==> src/rtl/output_register.sv <==
// Holds a 2*WIDTH-bit product and drains it as a low word, then a high word,
// over a valid/ready handshake. Also flags loads that arrive while busy.
module output_register #(
  parameter int WIDTH = 16
) (
  input  logic               clk,
  input  logic               reset,
  input  logic [2*WIDTH-1:0] in,
  input  logic               ld,
  input  logic               out_ready,
  output logic [WIDTH-1:0]   out,
  output logic               out_valid,
  output logic               out_last,
  output logic               busy,
  output logic               done,
  output logic               overrun
);

  typedef enum logic [1:0] {
    ST_IDLE    = 2'd0,
    ST_SEND_LO = 2'd1,
    ST_SEND_HI = 2'd2
  } state_t;

  state_t               r_state;
  state_t               w_state_next;
  logic [2*WIDTH-1:0]   r_hold;
  logic [2*WIDTH-1:0]   w_hold_next;
  logic                 r_done;
  logic                 w_done_next;
  logic                 r_overrun;
  logic                 w_overrun_next;
  logic                 w_xfer;

  // Valid is asserted in every non-idle state, so derive the transfer from state.
  assign w_xfer = (r_state != ST_IDLE) && out_ready;

  always_ff @(posedge clk or negedge reset) begin
    if (!reset) begin
      r_state   <= ST_IDLE;
      r_hold    <= '0;
      r_done    <= 1'b0;
      r_overrun <= 1'b0;
    end else begin
      r_state   <= w_state_next;
      r_hold    <= w_hold_next;
      r_done    <= w_done_next;
      r_overrun <= w_overrun_next;
    end
  end

  always_comb begin
    w_state_next   = r_state;
    w_hold_next    = r_hold;
    w_done_next    = 1'b0;
    w_overrun_next = r_overrun;
    out            = '0;
    out_valid      = 1'b0;
    out_last       = 1'b0;
    busy           = 1'b0;

    case (r_state)
      ST_IDLE: begin
        if (ld) begin
          w_hold_next  = in;
          w_state_next = ST_SEND_LO;
        end
      end

      ST_SEND_LO: begin
        out       = r_hold[WIDTH-1:0];
        out_valid = 1'b1;
        busy      = 1'b1;
        if (ld) begin
          w_overrun_next = 1'b1;
        end
        if (w_xfer) begin
          w_state_next = ST_SEND_HI;
        end
      end

      ST_SEND_HI: begin
        out       = r_hold[2*WIDTH-1:WIDTH];
        out_valid = 1'b1;
        out_last  = 1'b1;
        busy      = 1'b1;
        if (w_xfer) begin
          w_done_next = 1'b1;
          // A load coinciding with the final transfer starts the next product with no bubble.
          if (ld) begin
            w_hold_next  = in;
            w_state_next = ST_SEND_LO;
          end else begin
            w_state_next = ST_IDLE;
          end
        end else if (ld) begin
          w_overrun_next = 1'b1;
        end
      end

      default: begin
        w_state_next = ST_IDLE;
      end
    endcase
  end

  assign done    = r_done;
  assign overrun = r_overrun;

endmodule

==> config.mk <==
export PLATFORM = sky130hd
export DESIGN_NAME = output_register
export DESIGN_NICKNAME = d
export VERILOG_FILES = /design/src/rtl/output_register.sv
export SDC_FILE = /design/constraint.sdc
export NUM_CORES = 1
export LEC_CHECK = 0
export ABC_AREA = 1
export BUFFER_PORTS_ARGS = -buffer_cell sky130_fd_sc_hd__buf_2
export CELL_PAD_IN_SITES_DETAIL_PLACEMENT = 0
export CELL_PAD_IN_SITES_GLOBAL_PLACEMENT = 1
export CORE_MARGIN = 5
export CORE_UTILIZATION = 32
export CTS_CLUSTER_DIAMETER = 120
export CTS_CLUSTER_SIZE = 16
export DETAILED_ROUTE_END_ITERATION = 12
export GPL_TIMING_DRIVEN = 0
export PLACE_DENSITY = 0.76
export SYNTH_ARGS = -nofsm -noshare
export SYNTH_HDL_FRONTEND = slang
export SYNTH_SLANG_ARGS = --single-unit
==> constraint.sdc <==
create_clock -name clk -period 1.25 [get_ports clk]
set_input_delay 0.0625 -clock clk [delete_from_list [all_inputs] [get_ports clk]]
set_output_delay 0.0625 -clock clk [all_outputs]
set_load 0.02 [all_outputs]
==> Implementation_results.wiki, run 1 <==
{| class="wikitable"
! Metric !! Value
|-
| I/O pin cnt || 57
|-
| Floorplan die height || 84.9 um
|-
| Tmin final || 1.64 ns
|-
| Total negative setup slack || -15.23 ns
|-
| Gr ovfl total || 0
|-
| Most frequent standard cell in the layout excluding fill and tap cells || nand2_1
|-
| Top cell type's share of synthesized area || 50.1%
|-
| Global routing usage summed across all routing layers || 16.5%
|-
| Cell count after placement || 358
|-
| Number of standard cells after synthesis || 230
|-
| Cell types with the largest area share after synthesis || dfrtp_1 50%, nand2_1 23%, nand3_1 9.7%
|-
| CP Data Arrival Time || 1.58 ns
|-
| Critical path launch point || r_state[0]
|-
| Worst rel slew slack || 44.5%
|-
| CP Max Fanout || 5
|-
| # diodes || 0
|-
| DP HPWL || 3610 um
|-
| Result of the run || finished with violations
|-
| R2R Path End || r_hold[7]
|-
| Number of maximum-capacitance constraint violations || 0
|-
| # port buffers || 56
|-
| Clock tree from TritonCTS || built
|-
| # rows || 27
|-
| Worst Path Buf+Inv || 3
|-
| Period Utilization, post-route || 131%
|-
| Type of element launching the critical path || flip-flop
|-
| Initial antenna violation count || 0
|-
| Share of the yosys chip area belonging to registers || 50.1%
|-
| Post-synthesis cell area || 1800 um^2
|-
| Failing checks || negative setup slack
|-
| Clock latency at the later pin of the worst-skew pair || 0.28 ns
|-
| Final routed wirelength across all metal layers || 5640 um
|-
| Number of DRC markers in iteration 0 || 89
|-
| Final layout net count || 358
|-
| Critical register-to-register path startpoint || r_state[0]
|-
| Wire per inst || 14.6 um
|-
| Final RePlAce weighted congestion || 0.775
|-
| Destination of the critical timing path || out[7]
|-
| Worst-case register-to-register setup slack || -0.29 ns
|-
| Area delta synth->final || 70.3%
|-
| Number of cells on the critical path || 6
|-
| Fraction of layout instances using a drive strength above 1 || 49.2%
|-
| Count of final setup violators || 53
|-
| Die footprint || 7210 um^2
|-
| Via/cell ratio || 4.76
|-
| Fmax || 610 MHz
|-
| Netlist cell types || 14
|-
| Starting density of the core || 32.8%
|-
| Clk Tree Root Cell || clkbuf_8
|-
| Core area || 5470 um^2
|-
| Pin count of the biggest net entering global routing || 37
|-
| Inserted Clock Buffers || 5
|-
| Top library cells by usage in the layout, fill and taps aside || 83 x nand2_1, 39 x buf_2, 34 x nand3_1, 34 x dfrtp_1, 27 x buf_6
|-
| Die width || 84.9 um
|-
| Number of buffers on the longest clock path || 2
|-
| Hold Crit Class || primary input to flip-flop
|-
| Number of detailed-route iterations in the first pass || 4
|-
| Post-Synthesis Mean Instance Area || 7.81 um^2
|-
| Reg2Reg Depth || 9
|-
| Count of state elements after synthesis || 36
|-
| Post-route DRC || 0
|-
| Sink count of the clock tree || 36
|-
| Peak per-stage delay on the critical path || 0.44 ns
|-
| Layout Skew || 0.00356 ns
|-
| Worst path cell trace || inv_4 -> ha_4 -> bufbuf_16 -> nand2_1 -> a21oi_2 -> buf_6
|-
| Global-route wire length before repair || 9280 um
|-
| Most area-hungry cell type in the Yosys netlist || dfrtp_1
|-
| Clock edge transition at the registers on the reported setup and hold paths || 0.07 ns
|-
| Slew at the pin closest to its max-slew limit || 0.833 ns
|-
| Total number of H-tree levels || 2
|-
| Number of hold violations in the final report || 0
|-
| Required time of the critical path || 1.19 ns
|-
| Crit-path leading delay family || buffers and inverters
|-
| Worst setup EP type || output port
|-
| Count of vias placed by the detailed router || 1841
|-
| Synthesized netlist net count || 273
|-
| Lkg Pwr || 1.54 nW
|-
| Worst VDD drop || 1.11 mV
|-
| Via count of the first global-routing pass || 1873
|-
| Power Dens Cells || 2690 nW/um^2
|-
| Unrepaired setup endpoints after global routing || yes
|-
| Final Worst Setup Slack || -0.391 ns
|-
| Post-route antenna net violation count || 0
|-
| Non-filler instance count after layout || 387
|-
| Crit path max-delay cell type || dfrtp_2
|-
| Total number of yosys warnings || 0
|-
| Worst setup slack after placement || -0.310 ns
|-
| Worst setup path category || flip-flop to output port
|-
| Startpoint of the most critical hold path || in[18]
|-
| Max Slew Vio Count || 0
|}
## stage by stage
| step | power, W | area, um^2 | hold slack [ns] | utilization [%] |
|---|---|---|---|---|
| floorplan | 0.00477 | 2040 | -0.233 | - |
| global placement | 0.00559 | 2410 | 0.205 | 44.0 |
| detailed placement | 0.00567 | 2410 | 0.198 | 44.0 |
| CTS | 0.00811 | 3000 | 0.00105 | 54.8 |
| global route | 0.00883 | 3060 | 0.00249 | 55.9 |
| finish | 0.00824 | 3060 | 0.00749 | 55.9 |
## cells by family (layout without fill, tap and decap cells)
family	after synthesis	count (layout)	synth area share, %
AND/OR/NAND/NOR	147	147	33.7
flip-flops	36	36	50.1
buffers and inverters	22	107	6.13
AO/OA/AOI/OAI	18	18	5.15
adder cells (fa/ha/maj)	7	7	4.87
## layout make-up
type                       count  area, um^2
buffer                        14         163
clock buffer                   6        72.6
clock inverter                 1        5.00
fill                         520        2410
inverter                       7        36.3
multi-input combinational    172        1110
sequential                    36         903
tap                           72        90.1
timing repair buffer          79         677
## worst min path at each step
stage	depth (start not counted)	endpoint	slack, ns
finish	3	r_hold[18]	0.007
detailed placement	1	r_state[1]	0.20
CTS	3	r_hold[19]	0.001
global route	3	r_hold[13]	0.002
global placement	1	r_state[1]	0.21
floorplan	0	done	-0.23
## flip-flops by register name, indices dropped and copies added, names as in the netlist
signal and cells:
r_hold 32, r_state 2, done 1, overrun 1
## tightest hold or removal path, delay by kind of cell
family / cells / cell delay (ns)
and+or+nand+nor: 2 / 0.12
buffers and inverters: 1 / 0.08
## power by group
part           internal (W)  switching, W
registers           0.00171      0.000425
logic               0.00257       0.00276
clock network      0.000379      0.000393
## repair_timing
item / in CTS / in global routing
gates cloned: 7 / 0
setup buffers: 12 / 3
pin swaps: 9 / 15
resized for setup: 83 / 21
setup endpoints to repair: 53 / 55
hold buffers: 2 / 0
endpoints found under the hold margin: 37 / 0
## layer usage
| metal | vias up | wire (um) | GRT usage [%] |
|---|---|---|---|
| li1 | 899 | - | - |
| met2 | 58 | 2770 | 28.0 |
| met4 | 0 | 87 | 6.04 |
| met5 | - | 0 | 0 |
| met3 | 9 | 311 | 4.08 |
| met1 | 875 | 2470 | 20.3 |
## cells in the mapped netlist
master,count
nand2_1,108
dfrtp_1,36
nand3_1,35
a21oi_1,17
buf_2,10
ha_1,7
inv_1,6
buf_4,4
nor2_1,2
clkbuf_1,1
inv_2,1
nand2_2,1
nor2_4,1
o21bai_1,1
Note: power is estimated with default switching activity, not from simulation.
==> run 2: changes to the inputs <==
--- a/config.mk
+++ b/config.mk
@@ -10,12 +10,13 @@
 export CELL_PAD_IN_SITES_DETAIL_PLACEMENT = 0
 export CELL_PAD_IN_SITES_GLOBAL_PLACEMENT = 1
 export CORE_MARGIN = 5
-export CORE_UTILIZATION = 32
+export CORE_UTILIZATION = 38
 export CTS_CLUSTER_DIAMETER = 120
 export CTS_CLUSTER_SIZE = 16
 export DETAILED_ROUTE_END_ITERATION = 12
 export GPL_TIMING_DRIVEN = 0
-export PLACE_DENSITY = 0.76
+export PLACE_DENSITY_LB_ADDON = 0.1
+export RECOVER_POWER = 50
 export SYNTH_ARGS = -nofsm -noshare
 export SYNTH_HDL_FRONTEND = slang
 export SYNTH_SLANG_ARGS = --single-unit
==> constraint.sdc (replaced) <==
create_clock -name clk -period 2.05 [get_ports clk]
set_input_delay 0.1025 -clock clk [delete_from_list [all_inputs] [get_ports clk]]
set_output_delay 0.1025 -clock clk [all_outputs]
set_load 0.02 [all_outputs]
==> Implementation_results.wiki, run 2 (synthesis results as in run 1) <==
{| class="wikitable"
! Metric !! Value
|-
| Clock latency at the later pin of the worst-skew pair || 0.29 ns (was 0.28 ns)
|-
| DP HPWL || 3380 um (was 3610 um)
|-
| Utilization of the core after routing || 48.9% (was 55.9%)
|-
| Global-route wire length before repair || 7760 um (was 9280 um)
|-
| Most frequent standard cell in the layout excluding fill and tap cells || nand2_1 (unchanged)
|-
| Final layout net count || 338 (was 358)
|-
| Total negative setup slack || 0 ns (was -15.23 ns)
|-
| Post-place instance area || 2140 um^2 (was 2410 um^2)
|-
| Initial antenna violation count || 0 (unchanged)
|-
| Required time of the critical path || 2.23 ns (was 1.19 ns)
|-
| Worst setup path category || flip-flop to flip-flop (was flip-flop to output port)
|-
| Worst rel slew slack || 40.3% (was 44.5%)
|-
| Core area || 4660 um^2 (was 5470 um^2)
|-
| CP Data Arrival Time || 2.06 ns (was 1.58 ns)
|-
| Period Utilization, post-route || 91.4%
|-
| Lkg Pwr || 1.26 nW (was 1.54 nW)
|-
| CP Max Fanout || 10 (was 5)
|-
| Gr ovfl total || 0 (unchanged)
|-
| Die footprint || 6200 um^2 (was 7210 um^2)
|-
| Floorplan die height || 78.8 um (was 84.9 um)
|-
| Slew at the pin closest to its max-slew limit || 0.896 ns (was 0.833 ns)
|-
| Crit-path leading delay family || simple AND/OR/NAND/NOR gates (was buffers and inverters)
|-
| Count of final setup violators || 0 (was 53)
|-
| Global routing usage summed across all routing layers || 16.1% (was 16.5%)
|-
| # port buffers || 56 (unchanged)
|-
| Number of DRC markers in iteration 0 || 62 (was 89)
|-
| Number of inserted filler cells in the final layout || 503 (was 520)
|-
| Post-route DRC || 0 (unchanged)
|-
| Type of element launching the critical path || flip-flop (unchanged)
|-
| Design area || 2280 um^2 (was 3060 um^2)
|-
| Min Hold Slack || 0.0400 ns (was 0.00749 ns)
|-
| Sink count of the clock tree || 36 (unchanged)
|-
| Final Worst Setup Slack || 0.177 ns (was -0.391 ns)
|-
| Top flop regs || r_hold x32, r_state x2 (unchanged)
|-
| Area delta synth->final || 27.0% (was 70.3%)
|-
| Peak per-stage delay on the critical path || 0.41 ns (was 0.44 ns)
|-
| Wire per inst || 13.3 um (was 14.6 um)
|-
| Via/cell ratio || 4.79 (was 4.76)
|-
| Via count of the first global-routing pass || 1703 (was 1873)
|-
| # diodes || 0 (unchanged)
|-
| Worst setup EP type || flip-flop (was output port)
|-
| Starting density of the core || 38.6% (was 32.8%)
|-
| Layout Skew || 0.00285 ns (was 0.00356 ns)
|-
| Register bank with the most flops || r_hold (unchanged)
|-
| I/O pin cnt || 57 (unchanged)
|-
| Hold Crit Class || primary input to flip-flop (unchanged)
|-
| Largest register FFs || 32 (unchanged)
|-
| Post-route antenna net violation count || 0 (unchanged)
|-
| Clock edge transition at the registers on the reported setup and hold paths || 0.07 ns (about the same)
|-
| Final routed wirelength across all metal layers || 4670 um (was 5640 um)
|-
| Fmax || 534 MHz
|-
| Max Slew Vio Count || 0 (unchanged)
|-
| Worst VDD drop || 0.693 mV (was 1.11 mV)
|-
| Tmin final || 1.87 ns
|-
| Result of the run || complete, no violations (was finished with violations)
|-
| Clk Tree Root Cell || clkbuf_8 (unchanged)
|-
| Number of hold violations in the final report || 0 (unchanged)
|-
| Worst path cell trace || inv_1 -> ha_1 -> nor2_1 -> nor2_1 -> nand2_2 -> buf_4 -> nand2_1 -> nand2_1 (was inv_4 -> ha_4 -> bufbuf_16 -> nand2_1 -> a21oi_2 -> buf_6)
|-
| Count of vias placed by the detailed router || 1675 (was 1841)
|-
| Die width || 78.8 um (was 84.9 um)
|-
| Clock tree from TritonCTS || built (unchanged)
|-
| # rows || 25 (was 27)
|-
| Number of detailed-route iterations in the first pass || 4 (unchanged)
|-
| Worst-case register-to-register setup slack || 0.18 ns (was -0.29 ns)
|-
| Power Dens Cells || 1570 nW/um^2 (was 2690 nW/um^2)
|-
| Fraction of layout instances using a drive strength above 1 || 26.7% (was 49.2%)
|-
| Final RePlAce weighted congestion || 0.697 (was 0.775)
|-
| Inserted Clock Buffers || 5 (unchanged)
|-
| Top library cells by usage in the layout, fill and taps aside || 108 x nand2_1, 58 x buf_2, 36 x dfrtp_1 (was 83 x nand2_1, 39 x buf_2, 34 x nand3_1, 34 x dfrtp_1, 27 x buf_6)
|-
| Number of maximum-capacitance constraint violations || 0 (unchanged)
|-
| Worst setup slack after placement || 0.115 ns (was -0.310 ns)
|-
| Total number of H-tree levels || 2 (unchanged)
|-
| Number of buffers on the longest clock path || 2 (unchanged)
|-
| Pin count of the biggest net entering global routing || 37 (unchanged)
|-
| Crit path max-delay cell type || dfrtp_1 (was dfrtp_2)
|-
| Worst Path Buf+Inv || 2 (was 3)
|}
-- run 2: what timing repair did --
action                                 in CTS  in global routing
resized for setup                           2                  4
endpoints found under the hold margin      36                  0
setup endpoints to repair                  10                 10
gates cloned                                0                  0
pin swaps                                   0                  0
hold buffers                                1                  0
setup buffers                               2                  1
-- run 2: metrics by stage --
| stage | total power, W | instances |
|---|---|---|
| floorplan | 0.00242 | 230 |
| global placement | 0.00292 | 340 |
| detailed placement | 0.00293 | 340 |
| CTS | 0.00359 | 350 |
| global route | 0.00390 | 350 |
| finish | 0.00358 | 350 |
-- run 2: worst paths after layout --
check                           startpoint    endpoint  depth (start not counted)
worst max-delay path            r_state[0]   r_hold[4]                          8
worst min-delay path                in[19]  r_hold[19]                          3
worst max register to register  r_state[0]   r_hold[4]                          8
worst min register to register  r_hold[29]  r_hold[29]                          2
max in group asynchronous            reset   r_hold[6]                          2
min in group asynchronous            reset  r_state[0]                          2
-- run 2: layout make-up --
cell class | count | area [um^2] | share of cell area (%)
plain buffers | 13 | 80.1 | 3.51
clock buffers | 6 | 72.6 | 3.18
clock inverters | 2 | 35.0 | 1.54
inverters | 7 | 26.3 | 1.15
multi-input cells | 172 | 791 | 34.7
flip-flops and latches | 36 | 901 | 39.5
well taps | 54 | 67.6 | 2.96
repair buffers | 60 | 308 | 13.5
-- run 2: tightest hold or removal path, delay by kind of cell --
family | cells | cell delay [ns]
buffers and inverters | 1 | 0.07
and+or+nand+nor | 2 | 0.12
-- run 2: power breakdown --
part	leakage (nW)	total, W	internal (W)	switching (W)
registers	0.443	0.00122	0.00104	0.000180
logic	0.762	0.00174	0.000614	0.00112
clock network	0.0552	0.000620	0.000361	0.000260
-- run 2: metal layers --
layer	part of all wire, %	vias up	global-route usage [%]
met5	0	-	0
met4	1.6	0	5.77
met3	4.2	7	3.74
met2	47	31	27.2
met1	47	780	20.1
li1	-	857	-
